===== config.mk =====
export PLATFORM = sky130hd
export DESIGN_NAME = adc_cmd_sequencer
export DESIGN_NICKNAME = d
export VERILOG_FILES = /design/src/rtl/adc_seq_pkg.sv /design/src/rtl/adc_seq_watchdog.sv /design/src/rtl/adc_cmd_sequencer.sv
export SDC_FILE = /design/constraint.sdc
export NUM_CORES = 1
export LEC_CHECK = 0
export BUFFER_PORTS_ARGS = -buffer_cell sky130_fd_sc_hd__buf_2
export CAP_MARGIN = 0
export CORE_MARGIN = 3
export CORE_UTILIZATION = 47
export CTS_CLUSTER_SIZE = 25
export DETAILED_ROUTE_END_ITERATION = 8
export PLACE_DENSITY = 0.92
export SYNTH_ARGS = -nofsm -noshare
export SYNTH_HDL_FRONTEND = slang
export SYNTH_SLANG_ARGS = --single-unit
export TNS_END_PERCENT = 5

===== constraint.sdc =====
create_clock -name clk_clk -period 2.3 [get_ports clk_clk]
set_clock_uncertainty 0.2 [all_clocks]
set_input_delay 0.23 -clock clk_clk [delete_from_list [all_inputs] [get_ports clk_clk]]
set_output_delay 0.23 -clock clk_clk [all_outputs]
set_load 0.005 [all_outputs]

===== src/rtl/adc_seq_pkg.sv =====
// Shared types and widths for the ADC command sequencer.
package adc_seq_pkg;

  localparam int CH_W   = 5;
  localparam int DATA_W = 12;

  typedef enum logic [1:0] {
    IDLE     = 2'd0,
    CMD      = 2'd1,
    WAIT_RSP = 2'd2
  } seq_state_t;

endpackage


===== src/rtl/adc_seq_watchdog.sv =====
// Response watchdog: counts clocks while enabled, returns to zero when cleared,
// and flags expiry during the TIMEOUT-th counted clock.
module adc_seq_watchdog #(
  parameter int TIMEOUT = 255
) (
  input  logic clk,
  input  logic rst,
  input  logic clear,
  output logic expire
);

  logic [15:0] cnt;

  // Expiry is seen while the counter holds TIMEOUT-1, i.e. in the last allowed clock.
  assign expire = !clear && (cnt == 16'(TIMEOUT - 1));

  // Free-running counter while armed; the owner leaves the wait state on expiry.
  always_ff @(posedge clk or posedge rst) begin
    if (rst) begin
      cnt <= '0;
    end else if (clear) begin
      cnt <= '0;
    end else if (!expire) begin
      cnt <= cnt + 16'd1;
    end
  end

endmodule


===== src/rtl/adc_cmd_sequencer.sv =====
// ADC command sequencer: scans NUM_CH channels starting at CH_FIRST, issuing one
// Avalon-ST command at a time and forwarding each conversion result as a sample.
// Optional response watchdog enabled by defining ADC_SEQ_TIMEOUT_EN.
module adc_cmd_sequencer
  import adc_seq_pkg::*;
#(
  parameter int NUM_CH   = 2,
  parameter int CH_FIRST = 1,
  parameter int TIMEOUT  = 255
) (
  input  logic              clk_clk,
  input  logic              reset_reset,
  input  logic              enable,
  output logic              adc_command_valid,
  output logic [CH_W-1:0]   adc_command_channel,
  output logic              adc_command_startofpacket,
  output logic              adc_command_endofpacket,
  input  logic              adc_command_ready,
  input  logic              adc_response_valid,
  input  logic [CH_W-1:0]   adc_response_channel,
  input  logic [DATA_W-1:0] adc_response_data,
  input  logic              adc_response_startofpacket,
  input  logic              adc_response_endofpacket,
  output logic              sample_valid,
  output logic [CH_W-1:0]   sample_channel,
  output logic [DATA_W-1:0] sample_data,
  output logic              frame_done,
  output logic              err_flag
);

  localparam int SLOT_W = (NUM_CH > 1) ? $clog2(NUM_CH) : 1;
  localparam logic [SLOT_W-1:0] LAST_SLOT = SLOT_W'(NUM_CH - 1);

  seq_state_t        state, state_nxt;
  logic [SLOT_W-1:0] slot, slot_nxt;
  logic [CH_W-1:0]   cmd_ch;
  logic              rsp_accept;
  logic              rsp_stray;
  logic              slot_done;
  logic              timeout_skip;
  logic              wd_expire;

  // Response framing bits carry nothing the sequencer needs.
  logic unused_rsp_framing;
  assign unused_rsp_framing = adc_response_startofpacket ^ adc_response_endofpacket;

`ifdef ADC_SEQ_TIMEOUT_EN
  adc_seq_watchdog #(
    .TIMEOUT (TIMEOUT)
  ) u_watchdog (
    .clk    (clk_clk),
    .rst    (reset_reset),
    .clear  (state != WAIT_RSP),
    .expire (wd_expire)
  );
`else
  localparam int unused_timeout = TIMEOUT;
  assign wd_expire = 1'b0;
`endif

  assign cmd_ch = CH_W'(CH_FIRST) + CH_W'(slot);

  // A response is only legal while waiting; the handshake cycle itself is still CMD.
  assign rsp_stray    = adc_response_valid && (state != WAIT_RSP);
  assign timeout_skip = (state == WAIT_RSP) && !adc_response_valid && wd_expire;

  // State and slot index registers.
  always_ff @(posedge clk_clk or posedge reset_reset) begin
    if (reset_reset) begin
      state <= IDLE;
      slot  <= '0;
    end else begin
      state <= state_nxt;
      slot  <= slot_nxt;
    end
  end

  // Next-state, slot advance and command outputs.
  always_comb begin
    state_nxt                 = state;
    slot_nxt                  = slot;
    adc_command_valid         = 1'b0;
    adc_command_channel       = '0;
    adc_command_startofpacket = 1'b0;
    adc_command_endofpacket   = 1'b0;
    rsp_accept                = 1'b0;
    slot_done                 = 1'b0;
    case (state)
      IDLE: begin
        slot_nxt = '0;
        if (enable) begin
          state_nxt = CMD;
        end
      end
      CMD: begin
        // Command stays asserted until accepted, regardless of enable.
        adc_command_valid         = 1'b1;
        adc_command_channel       = cmd_ch;
        adc_command_startofpacket = (slot == '0);
        adc_command_endofpacket   = (slot == LAST_SLOT);
        if (adc_command_ready) begin
          state_nxt = WAIT_RSP;
        end
      end
      WAIT_RSP: begin
        rsp_accept = adc_response_valid;
        slot_done  = adc_response_valid || wd_expire;
        if (slot_done) begin
          if (enable) begin
            state_nxt = CMD;
            slot_nxt  = (slot == LAST_SLOT) ? '0 : slot + SLOT_W'(1);
          end else begin
            state_nxt = IDLE;
            slot_nxt  = '0;
          end
        end
      end
      default: begin
        state_nxt = IDLE;
        slot_nxt  = '0;
      end
    endcase
  end

  // Sample output register, frame pulse and sticky error.
  always_ff @(posedge clk_clk or posedge reset_reset) begin
    if (reset_reset) begin
      sample_valid   <= 1'b0;
      sample_channel <= '0;
      sample_data    <= '0;
      frame_done     <= 1'b0;
      err_flag       <= 1'b0;
    end else begin
      sample_valid <= rsp_accept;
      frame_done   <= slot_done && (slot == LAST_SLOT);
      if (rsp_accept) begin
        sample_channel <= adc_response_channel;
        sample_data    <= adc_response_data;
      end
      if (rsp_stray || timeout_skip ||
          (rsp_accept && (adc_response_channel != cmd_ch))) begin
        err_flag <= 1'b1;
      end
    end
  end

endmodule


Word-level counts from Yosys, hierarchy flattened
Cells that the tools add are included.
{"block": "totals", "ff_bits": 23, "input_bits": 24, "out_inout_bits": 28, "word_cells": 39}
{"block": "op_classes", "addsub": 2, "eq_ne": 7, "muxes": 14, "bitwise_logic": 2, "reduce_logical": 7}
{"operator": "$mux 1", "n": 8}
{"operator": "$mux 2", "n": 4}
{"operator": "$ne 2x2->1 const B", "n": 4}
{"operator": "$pmux 2 s3", "n": 1}
{"operator": "$ne 5x2->1", "n": 1}
{"operator": "$logic_and 1x1->1", "n": 3}
{"operator": "$reduce_and 3->1", "n": 1}
{"operator": "$add 1x1->2 const A", "n": 1}
{"operator": "$eq 2x1->1 const B", "n": 1}
{"operator": "$eq 2x2->1 const B", "n": 1}
{"operator": "$logic_not 2->1", "n": 1}
{"operator": "$not 1->1", "n": 2}
{"operator": "$pmux 1 s2", "n": 1}
{"operator": "$reduce_and 2->1", "n": 1}
{"operator": "$add 1x1->1 const B", "n": 1}
{"operator": "$logic_or 1x1->1", "n": 1}

Depth between registers and ports, before layout
Gate-level depths: netlist (run 1).
{"block": "logic_depth", "word_depth": 5, "mapped_depth": 4}

Worst setup path after synthesis (run 1)
No wires, ideal clock.
{"block": "synth_timing", "kind": "reg2reg", "startpoint": "register state[0]", "endpoint": "register sample_channel[0]", "setup_ns": 0.125, "arrival_ns": 1.102, "required_time_ns": 1.975, "slack_ns": 0.873, "path_stages_with_launch": 5, "synth_period_minus_slack_ns": 1.427, "path_cell_list": "dfrtp_1 nor2b_4 nand2_4 buf_6 mux2_4"}
{"block": "synth_between", "elab_chain_cells": 2}
{"element": "start: declaration", "line": "adc_cmd_sequencer.sv:34", "text": "seq_state_t state, state_nxt;"}
{"element": "start signal: assignment", "line": "adc_cmd_sequencer.sv:73", "text": "state <= state_nxt;"}
{"element": "$eq 2x2->1", "line": "adc_cmd_sequencer.sv:88", "text": "case (state)"}
{"element": "$mux 1", "line": "adc_cmd_sequencer.sv:88"}
{"element": "end signal: assignment", "line": "adc_cmd_sequencer.sv:137", "text": "sample_channel <= adc_response_channel;"}
{"element": "end: declaration", "line": "adc_cmd_sequencer.sv:25", "text": "output logic [CH_W-1:0] sample_channel,"}
Every way passes these cells.
A chain may end at the register's enable or synchronous reset.

Worst setup path after layout (run 1)
{"block": "layout_timing", "startpoint": "register state[1]", "endpoint": "output port adc_command_endofpacket"}
{"block": "layout_between", "elab_chain_cells": 2}
{"element": "$eq 2x1->1", "line": "adc_cmd_sequencer.sv:88"}
{"element": "$mux 1", "line": "adc_cmd_sequencer.sv:88"}
{"element": "end: declaration", "line": "adc_cmd_sequencer.sv:17", "text": "output logic adc_command_endofpacket,"}
Every way passes these cells.

==> results of run 1 <==
flip-flops by register name, summed over array words and instances (netlist names):
name            cells
err_flag            1
slot                1
sample_channel      5
frame_done          1
sample_valid        1
state               2
sample_data        12
cells in the final DEF, fill, tap and decap left out:
master         count
mux2_1             1
nand2_4            1
o22ai_1            2
clkbuf_4           3
mux2_4             8
nand2b_1           3
buf_2             46
a31oi_1            1
inv_1              4
nor2_1             4
nand2_1            3
dlygate4sd3_1     20
conb_1             3
clkbuf_1           1
nor2b_4            1
dfrtp_1           23
o21ai_0            2
a21o_1             1
mux2_2             8
nand3b_1           1
nor4_1             1
worst paths after layout:
check	startpoint	end	depth (start not counted)
min in group asynchronous	reset_reset	sample_data[3]$_DFFE_PP0P_	3
hold / removal	adc_response_valid	err_flag$_DFFE_PP0P_	3
setup / recovery	state[1]$_DFFE_PP0P_	adc_command_endofpacket	3
hold reg to reg	sample_data[3]$_DFFE_PP0P_	sample_data[3]$_DFFE_PP0P_	1
max in group asynchronous	reset_reset	state[0]$_DFFE_PP0P_	3
setup reg to reg	state[1]$_DFFE_PP0P_	state[0]$_DFFE_PP0P_	3
power by group through the flow:
stage | Sequential [mW] | Clock, mW | Combinational, mW
after global placement | 0.656 | 0 | 0.512
after CTS | 0.663 | 0.183 | 0.570
after floorplan | 0.680 | 0 | 0.295
after global routing | 0.686 | 0.199 | 0.619
final | 0.666 | 0.175 | 0.563
after detailed placement | 0.672 | 0 | 0.532
worst max-delay path, cell delays in order, from the launching register on:
cell and delay, ps:
dfrtp_1 410, nand2b_1 210, nor2_1 190, buf_2 150
routing by layer:
| metal | routed length, µm | global-route usage (%) |
|---|---|---|
| met5 | 0 | 0 |
| met4 | 31 | 6.550 |
| met3 | 131 | 2.292 |
| met2 | 1157 | 33.26 |
| met1 | 839 | 21.54 |
cell type report:
class / count / area (µm²) / area share [%]
sequential: 23 / 575.6 / 40.21
timing repair buffer: 66 / 430.4 / 30.07
multi-input combinational: 40 / 352.8 / 24.65
tap: 25 / 31.28 / 2.185
clock buffer: 4 / 26.28 / 1.836
inverter: 4 / 15.01 / 1.049
what timing repair did:
item / 4_1_cts / 5_1_grt
hold buffers: 20 / 0
hold endpoints to repair: 42 / 0
gates resized for setup: 0 / 0
per-stage QoR:
step	utilization (%)	instances	area, µm²
3_5_place_dp	64.85	138	1205
3_3_place_gp	64.85	138	1205
6_report	77.04	162	1431
5_1_grt	77.04	162	1431
4_1_cts	77.04	162	1431
2_1_floorplan	-	73	992.2
kinds of logic (layout without fill, tap and decap cells):
| group | after synthesis | count (layout) | synth area share (%) |
|---|---|---|---|
| mux | 17 | 17 | 22.49 |
| buf+inv | 10 | 74 | 6.480 |
| other cells | 1 | 3 | 0.3808 |
| simple gates | 14 | 14 | 8.513 |
| flops | 23 | 23 | 58.45 |
| compound gates | 6 | 6 | 3.685 |
==> flow_summary_export.csv, run 1 <==
group,metric,value,unit
run_status,status,"complete, no violations",
yosys,netlist_area,984.7,µm²
worst_setup_path,setup.worst_path.class,"reg -> out",
power_and_ir_drop,switching_share,29.40,%
yosys,ys.flop_type,"dfrtp_1",
flow_run,cap_violations,0,
yosys,async_flop_share,100.0,%
routing,ant_nets,0,
clock_tree,clockBufferDepth,2,
routing,dr.pass1.iters,4,
routing,drc,0,
global_route,grt_pass1_vias,783,
placement,dpl.hpwl,1512,µm
min_path,min_path_type,"in -> reg",
floorplan,start_util,53.00,%
routing,vias_per_cell,4.679,
timing,final-setup-viol-count,0,
timing,fin_crit,1684,ps
clock_tree,cts.sinks,23,
timing,holdWs,38.90,ps
clock_tree,cts_setup_buffers,0,
power_and_ir_drop,p_leak,0.7706,nW
power_and_ir_drop,p_per_area,980.8,nW/µm²
floorplan,rows,15,
yosys,yosysUniqueCellTypes,19,
timing,timing.final.ws_setup,616.0,ps
layout,fin_nets,162,
yosys,netlist_top_cells_area,"dfrtp_1 (58%), mux2_4 (12%), mux2_2 (9.1%), buf_4 (3.8%), nand2b_1 (1.9%)",
yosys,synth_top_area_share,58.45,%
worst_setup_path,cp-start-kind,"register",
worst_setup_path,cp.arrival,1250,ps
layout,synthToLayoutAreaGrowth,45.36,%
power_and_ir_drop,p_sw,412.7,µW
yosys,synth_common_cells,"dfrtp_1 (23), mux2_2 (8), mux2_4 (8), buf_4 (5)",
routing,routedWlPerCell,13.33,µm
worst_setup_path,endpoint_kind,"output pin",
yosys,synth_most_common_cell,"dfrtp_1",
placement,place.port_buffers,46,
routing,vias,758,
global_route,antenna_found_initial,0,
clock_tree,cts_tree,"yes",
power_and_ir_drop,power_frac_comb,40.1,%
worst_setup_path,crit_fanout,4,
clock_tree,root_buffer,"clkbuf_4",
placement,post-place-ws,811.2,ps
clock_tree,cts_buffers,3,
yosys,synth_edf_count,0,
power_and_ir_drop,p_int,991.2,µW
global_route,grt_max_degree,24,
yosys,ys_ff_latch,23,
layout,nFillCells,113,
routing,dr.first_iter.drc_count,11,
layout,drive_above_1_share,48.91,%
floorplan,core-area,1858,µm²
clock_tree,cts_max_level,1,
power_and_ir_drop,p_clk_share,12.5,%
global_route,gr-total-overflow,0,
floorplan,dieArea,2680,µm²
clock_tree,cts.clk_slew.worst_paths,110,ps
timing,period_share,73.22,%
power_and_ir_drop,pwr-share-seq,47.4,%
layout,n_antenna_cell,0,
yosys,yosys.area.top_type,"dfrtp_1",
power_and_ir_drop,max-vdd-ir-drop,0.6022,mV
timing,slew_violations,0,
floorplan,fp.dieW,51.77,µm
yosys,synth_seq_area_share,58.45,%
yosys,avgSynthCellArea,13.87,µm²
timing,worst_slew_pin_slew,822.8,ps
routing,routed_wl,2160,µm
timing,tns,0,ps
global_route,grt_use_total,18.14,%
power_and_ir_drop,report.power.total,1.404,mW
placement,gp_congestion,0.6393,
yosys,netlist_instances,71,
worst_setup_path,r2r_slack,680,ps
timing,hold_violations,0,
floorplan,fp.dieH,51.77,µm
floorplan,ioPinCount,52,
clock_tree,clock_latency,290,ps
yosys,ys_warn_count,0,
timing,relSlewSlack,45.09,%
timing,timing.fmax,0.5938,GHz
timing,rsz0062_at_grt,"no",
global_route,grt_pass1_wl,3629,µm
worst_setup_path,critPathRequiredTime,1870,ps
Power figures use the tool's default switching activity.
==> run 2: changes to the inputs <==
Settings changed: ABC_AREA set to 1, CORE_UTILIZATION 47 to 43, PLACE_DENSITY 0.92 to 0.86.
Clock period 2.3 ns to 1.7 ns, I/O delays scaled along.
==> flow_summary_export.csv, run 2 <==
group,metric,value,unit
global_route,gr-total-overflow,0,
clock_tree,cts_max_level,1,
yosys,yosysUniqueCellTypes,16,
yosys,synth_edf_count,0,
worst_setup_path,cp-start-kind,"register",
yosys,synth_simple_gate_area_share,26.52,%
timing,final-setup-viol-count,0,
timing,tns,0,ps
worst_setup_path,cp.arrival,1150,ps
yosys,ys_ff_latch,23,
floorplan,core-area,2062,µm²
worst_setup_path,crit_fanout,6,
floorplan,start_util,48.06,%
yosys,synth-adder-area-share,0,%
placement,place_inst,183,
layout,mostFrequentLayoutCell,"nand2_1",
yosys,yosys.area.top_type,"dfrtp_1",
placement,place.port_buffers,46,
layout,synthToLayoutAreaGrowth,44.95,%
power_and_ir_drop,p_per_area,1262,nW/µm²
clock_tree,cts.clk_slew.worst_paths,130,ps
yosys,synth_top_area_share,58.08,%
routing,vias_per_cell,4.558,
worst_setup_path,reg2reg_to,"sample_data[6]$_DFFE_PP0P_",
routing,dr.first_iter.drc_count,11,
layout,largest_reg_flops,12,
layout,fin_nets,206,
global_route,grt_pass1_wl,3650,µm
layout,final_core_util,69.66,%
global_route,grt_use_total,17.24,%
power_and_ir_drop,power_frac_comb,38.8,%
routing,vias,948,
min_path,min_path_type,"in -> async",
clock_tree,cts.sinks,23,
clock_tree,clockBufferDepth,2,
power_and_ir_drop,max-vdd-ir-drop,0.7058,mV
routing,dr.pass1.iters,4,
timing,rsz0062_at_grt,"no",
clock_tree,clock_latency,300,ps
floorplan,rows,16,
layout,top_regs,"sample_data: 12 flops, sample_channel: 5 flops, state: 2 flops",
placement,gp_congestion,0.7362,
power_and_ir_drop,report.power.total,1.813,mW
routing,dr_wl_met2,1276,µm
power_and_ir_drop,p_int,1.170,mW
power_and_ir_drop,pwr-share-seq,47.9,%
clock_tree,cts_resized,0,
yosys,avgSynthCellArea,8.617,µm²
yosys,synth_xor_area_share,0,%
clock_tree,cts_tree,"yes",
clock_tree,root_buffer,"clkbuf_4",
power_and_ir_drop,p_sw,642.7,µW
yosys,async_flop_share,100.0,%
timing,timing.fmax,0.6575,GHz
yosys,synth_common_cells,"nand2_1 (55), dfrtp_1 (23), inv_1 (9), buf_4 (6), nor2_1 (5)",
layout,top_register,"sample_data",
layout,fin_cells,208,
global_route,antenna_found_initial,0,
timing,period_share,89.47,%
yosys,ys_warn_count,0,
clock_tree,cts_buffers,3,
run_status,status,"complete, no violations",
floorplan,dieArea,2917,µm²
routing,ant_nets,0,
placement,dpl.hpwl,1611,µm
routing,m1WireLength,999,µm
global_route,grt_max_degree,24,
yosys,netlist_area,991.0,µm²
yosys,synth_most_common_cell,"nand2_1",
routing,routed_wl,2426,µm
layout,n_antenna_cell,0,
routing,wl_met3,151,µm
yosys,ys.flop_type,"dfrtp_1",
floorplan,ioPinCount,52,
yosys,synth_seq_area_share,58.08,%
routing,drc,0,
power_and_ir_drop,p_clk_share,13.3,%
timing,fin_crit,1521,ps
routing,routedWlPerCell,11.66,µm
yosys,synth-compound-area-share,2.778,%
clock_tree,cts_setup_buffers,0,
floorplan,fp.dieH,54.01,µm
worst_setup_path,setup.worst_path.class,"reg -> out",
yosys,netlist_instances,115,
yosys,netlist_top_cells_area,"dfrtp_1 (58%), nand2_1 (21%), buf_4 (4.5%), inv_1 (3.4%), nand3_1 (2.0%)",
worst_setup_path,r2r_slack,320,ps
power_and_ir_drop,p_leak,0.8562,nW
timing,slew_violations,0,
worst_setup_path,reg2reg_from,"state[0]$_DFFE_PP0P_",
global_route,grt_pass1_vias,850,
layout,drive_above_1_share,30.94,%
yosys,synthMuxAreaShare,0,%
worst_setup_path,reg2reg_depth,7,
worst_setup_path,critPathRequiredTime,1330,ps
layout,nFillCells,172,
worst_setup_path,endpoint_kind,"output pin",
timing,hold_violations,0,
floorplan,fp.dieW,54.01,µm
power_and_ir_drop,switching_share,35.45,%
routing,top_layer_used,"met3",
layout,mostFrequentLayoutCells,"nand2_1 (55), buf_2 (46), dfrtp_1 (23)",
yosys,synth_top_family_by_area,"simple AND/OR/NAND/NOR gates",
flow_run,cap_violations,0,
-- run 2: cell families after synthesis --
| kind of cell | after synthesis |
|---|---|
| other cells | 1 |
| compound gates | 5 |
| buf+inv | 20 |
| flops | 23 |
| simple gates | 66 |
-- run 2: critical path, stage by stage (launching register included) --
cell and delay, ps:
dfrtp_1 420, inv_1 60, nand2_1 110, nor2_1 140, buf_2 130
-- run 2: worst max path at each step --
stage               depth (start not counted)                  from                            end
floorplan                                   7  state[0]$_DFFE_PP0P_  sample_channel[2]$_DFFE_PP0P_
global placement                            7  state[0]$_DFFE_PP0P_               slot$_DFFE_PP0P_
detailed placement                          7  state[0]$_DFFE_PP0P_     sample_data[6]$_DFFE_PP0P_
CTS                                         7  state[0]$_DFFE_PP0P_           state[0]$_DFFE_PP0P_
global route                                4  state[1]$_DFFE_PP0P_      adc_command_startofpacket
finish                                      4  state[1]$_DFFE_PP0P_        adc_command_endofpacket
-- run 2: metrics by stage --
stage	cell area, µm²	setup slack (ps)	hold slack (ps)
2_1_floorplan	998.5	531.7	-28.08
3_3_place_gp	1199	408.5	14.81
3_5_place_dp	1199	357.8	22.21
4_1_cts	1446	50.04	238.7
5_1_grt	1436	94.82	259.5
6_report	1436	179.0	242.0
-- run 2: power by group through the flow --
stage	sequential, mW	combinational, mW	clock (mW)
after floorplan	0.893	0.375	0
after global placement	0.863	0.639	0
after detailed placement	0.877	0.674	0
after CTS	0.868	0.726	0.246
after global routing	0.891	0.793	0.283
final	0.868	0.702	0.242
-- run 2: area by class of cell --
type                       instances  area (µm²)  area share [%]
tap                               27       33.78           2.352
clock inverter                     1       5.005          0.3484
sequential                        23       575.6           40.07
clock buffer                       3       22.52           1.568
inverter                          12       50.05           3.484
timing repair buffer              68       447.9           31.18
multi-input combinational         74       301.5           20.99
-- run 2: layer usage --
metal	track usage, %	vias to the layer above
li1	-	464
met1	19.44	449
met2	35.28	35
met3	2.770	0
met4	0	0
met5	0	-
-- run 2: what timing repair did --
action	4_1_cts	5_1_grt
hold endpoints to repair	44	0
endpoints found under the setup margin	0	1
hold buffers	22	0
==> run 3: changes to the inputs <==
Settings changed: CORE_UTILIZATION 43 to 35, PLACE_DENSITY 0.86 to 0.74.
==> flow_summary_export.csv, run 3 (synthesis results as in run 2) <==
group,metric,value,unit
clock_tree,cts_buffers,3,
clock_tree,cts_resized,0,
placement,place.port_buffers,46,
layout,drive_above_1_share,30.39,%
global_route,grt_pass1_wl,3843,µm
clock_tree,cts_setup_buffers,0,
placement,dpl.hpwl,1572,µm
floorplan,start_util,38.26,%
power_and_ir_drop,p_leak,0.8535,nW
layout,top_regs,"sample_data: 12 flops, sample_channel: 5 flops, state: 2 flops",
worst_setup_path,endpoint_kind,"output pin",
floorplan,ioPinCount,52,
worst_setup_path,crit_fanout,6,
global_route,gr-total-overflow,0,
worst_setup_path,cp.arrival,1160,ps
floorplan,dieArea,3506,µm²
timing,fin_crit,1528,ps
run_status,status,"complete, no violations",
clock_tree,cts.clk_slew.worst_paths,120,ps
floorplan,fp.dieH,59.21,µm
timing,rsz0062_at_grt,"no",
layout,fin_cells,211,
worst_setup_path,cpPeakStageDelay,410,ps
worst_setup_path,reg2reg_to,"slot$_DFFE_PP0P_",
timing,hold_violations,0,
clock_tree,root_buffer,"clkbuf_4",
worst_setup_path,reg2reg_from,"state[0]$_DFFE_PP0P_",
clock_tree,cts_max_level,1,
worst_setup_path,setup.worst_path.class,"reg -> out",
global_route,antenna_found_initial,0,
routing,dr.first_iter.drc_count,41,
global_route,grt_max_degree,24,
clock_tree,clock_latency,300,ps
routing,dr.pass1.iters,3,
layout,final_core_util,55.56,%
floorplan,fp.dieW,59.21,µm
routing,vias,882,
layout,mostFrequentLayoutCell,"nand2_1",
routing,routedWlPerCell,11.32,µm
timing,slew_violations,0,
timing,final-setup-viol-count,0,
floorplan,core-area,2590,µm²
layout,largest_reg_flops,12,
timing,tns,0,ps
timing,timing.fmax,0.6543,GHz
layout,fin_nets,206,
global_route,grt_use_total,14.71,%
worst_setup_path,reg2reg_depth,7,
layout,synthToLayoutAreaGrowth,45.20,%
floorplan,rows,18,
worst_setup_path,r2r_slack,360,ps
layout,top_register,"sample_data",
flow_run,cap_violations,0,
worst_setup_path,path_cells,"inv_1 > nand2_1 > nor2_1 > buf_2",
layout,mostFrequentLayoutCells,"nand2_1 (55), buf_2 (46), dfrtp_1 (23)",
routing,routed_wl,2389,µm
clock_tree,cts_tree,"yes",
routing,vias_per_cell,4.180,
layout,nFillCells,232,
layout,n_antenna_cell,0,
clock_tree,clockBufferDepth,2,
clock_tree,cts.sinks,23,
routing,drc,0,
routing,ant_nets,0,
worst_setup_path,cp-start-kind,"register",
timing,period_share,89.90,%
power_and_ir_drop,max-vdd-ir-drop,0.7503,mV
worst_setup_path,slowest_stage,"dfrtp_1",
timing,holdWs,232.8,ps
worst_setup_path,critPathRequiredTime,1330,ps
min_path,min_path_type,"in -> async",
global_route,grt_pass1_vias,866,
placement,gp_congestion,0.7711,
placement,place_inst,186,
power_and_ir_drop,report.power.total,1.807,mW
power_and_ir_drop,p_per_area,1256,nW/µm²
[run 3: cell count changes in the layout (fill, tap and decap cells not counted), sizes merged]
| cell | previous run | this run |
|---|---|---|
| clkbuf | 3 | 4 |
| clkinv | 1 | 0 |
[run 3: where the power goes]
part	switching (mW)	internal [mW]
Sequential	0.112	0.757
Combinational	0.369	0.325
Clock	0.152	0.0914
[run 3: routing by layer]
layer | global-route usage (%) | routed length [µm] | up-vias
met4 | 5.825 | 27 | 0
li1 | - | - | 464
met2 | 26.52 | 1185 | 37
met3 | 2.179 | 159 | 2
met1 | 17.29 | 1016 | 379
met5 | 0 | 0 | -
[run 3: final cells by class]
cell class / count / area (µm²) / area share (%)
sequential: 23 / 575.6 / 40.00
tap: 30 / 37.54 / 2.609
clock buffer: 4 / 26.28 / 1.826
timing repair buffer: 68 / 447.9 / 31.13
multi-input combinational: 74 / 301.5 / 20.96
inverter: 12 / 50.05 / 3.478
[run 3: what timing repair did]
action,4_1_cts,5_1_grt
endpoints found under the hold margin,44,0
endpoints found under the setup margin,0,1
hold buffers,22,0
[run 3: critical path, delay by kind of cell, from the launching register on]
family        cells  cell delay, ps
buf+inv           2             190
simple gates      2             260
flops             1             410
[run 3: metrics by stage]
| step | setup WS [ps] | instance area [µm²] |
|---|---|---|
| 3_5_place_dp | 378.1 | 1202 |
| 6_report | 171.7 | 1439 |
| 3_3_place_gp | 406.0 | 1202 |
| 4_1_cts | 33.09 | 1449 |
| 2_1_floorplan | 531.7 | 998.5 |
| 5_1_grt | 63.62 | 1439 |
[run 3: worst max-delay path by stage]
stage / startpoint / to / slack, ps / depth (start not counted)
5_1_grt: state[1]$_DFFE_PP0P_ / adc_command_channel[1] / 60 / 4
3_5_place_dp: state[0]$_DFFE_PP0P_ / slot$_DFFE_PP0P_ / 380 / 7
3_3_place_gp: state[0]$_DFFE_PP0P_ / slot$_DFFE_PP0P_ / 410 / 7
2_1_floorplan: state[0]$_DFFE_PP0P_ / sample_channel[2]$_DFFE_PP0P_ / 530 / 7
6_report: state[1]$_DFFE_PP0P_ / adc_command_channel[1] / 170 / 4
4_1_cts: state[0]$_DFFE_PP0P_ / state[0]$_DFFE_PP0P_ / 30 / 7
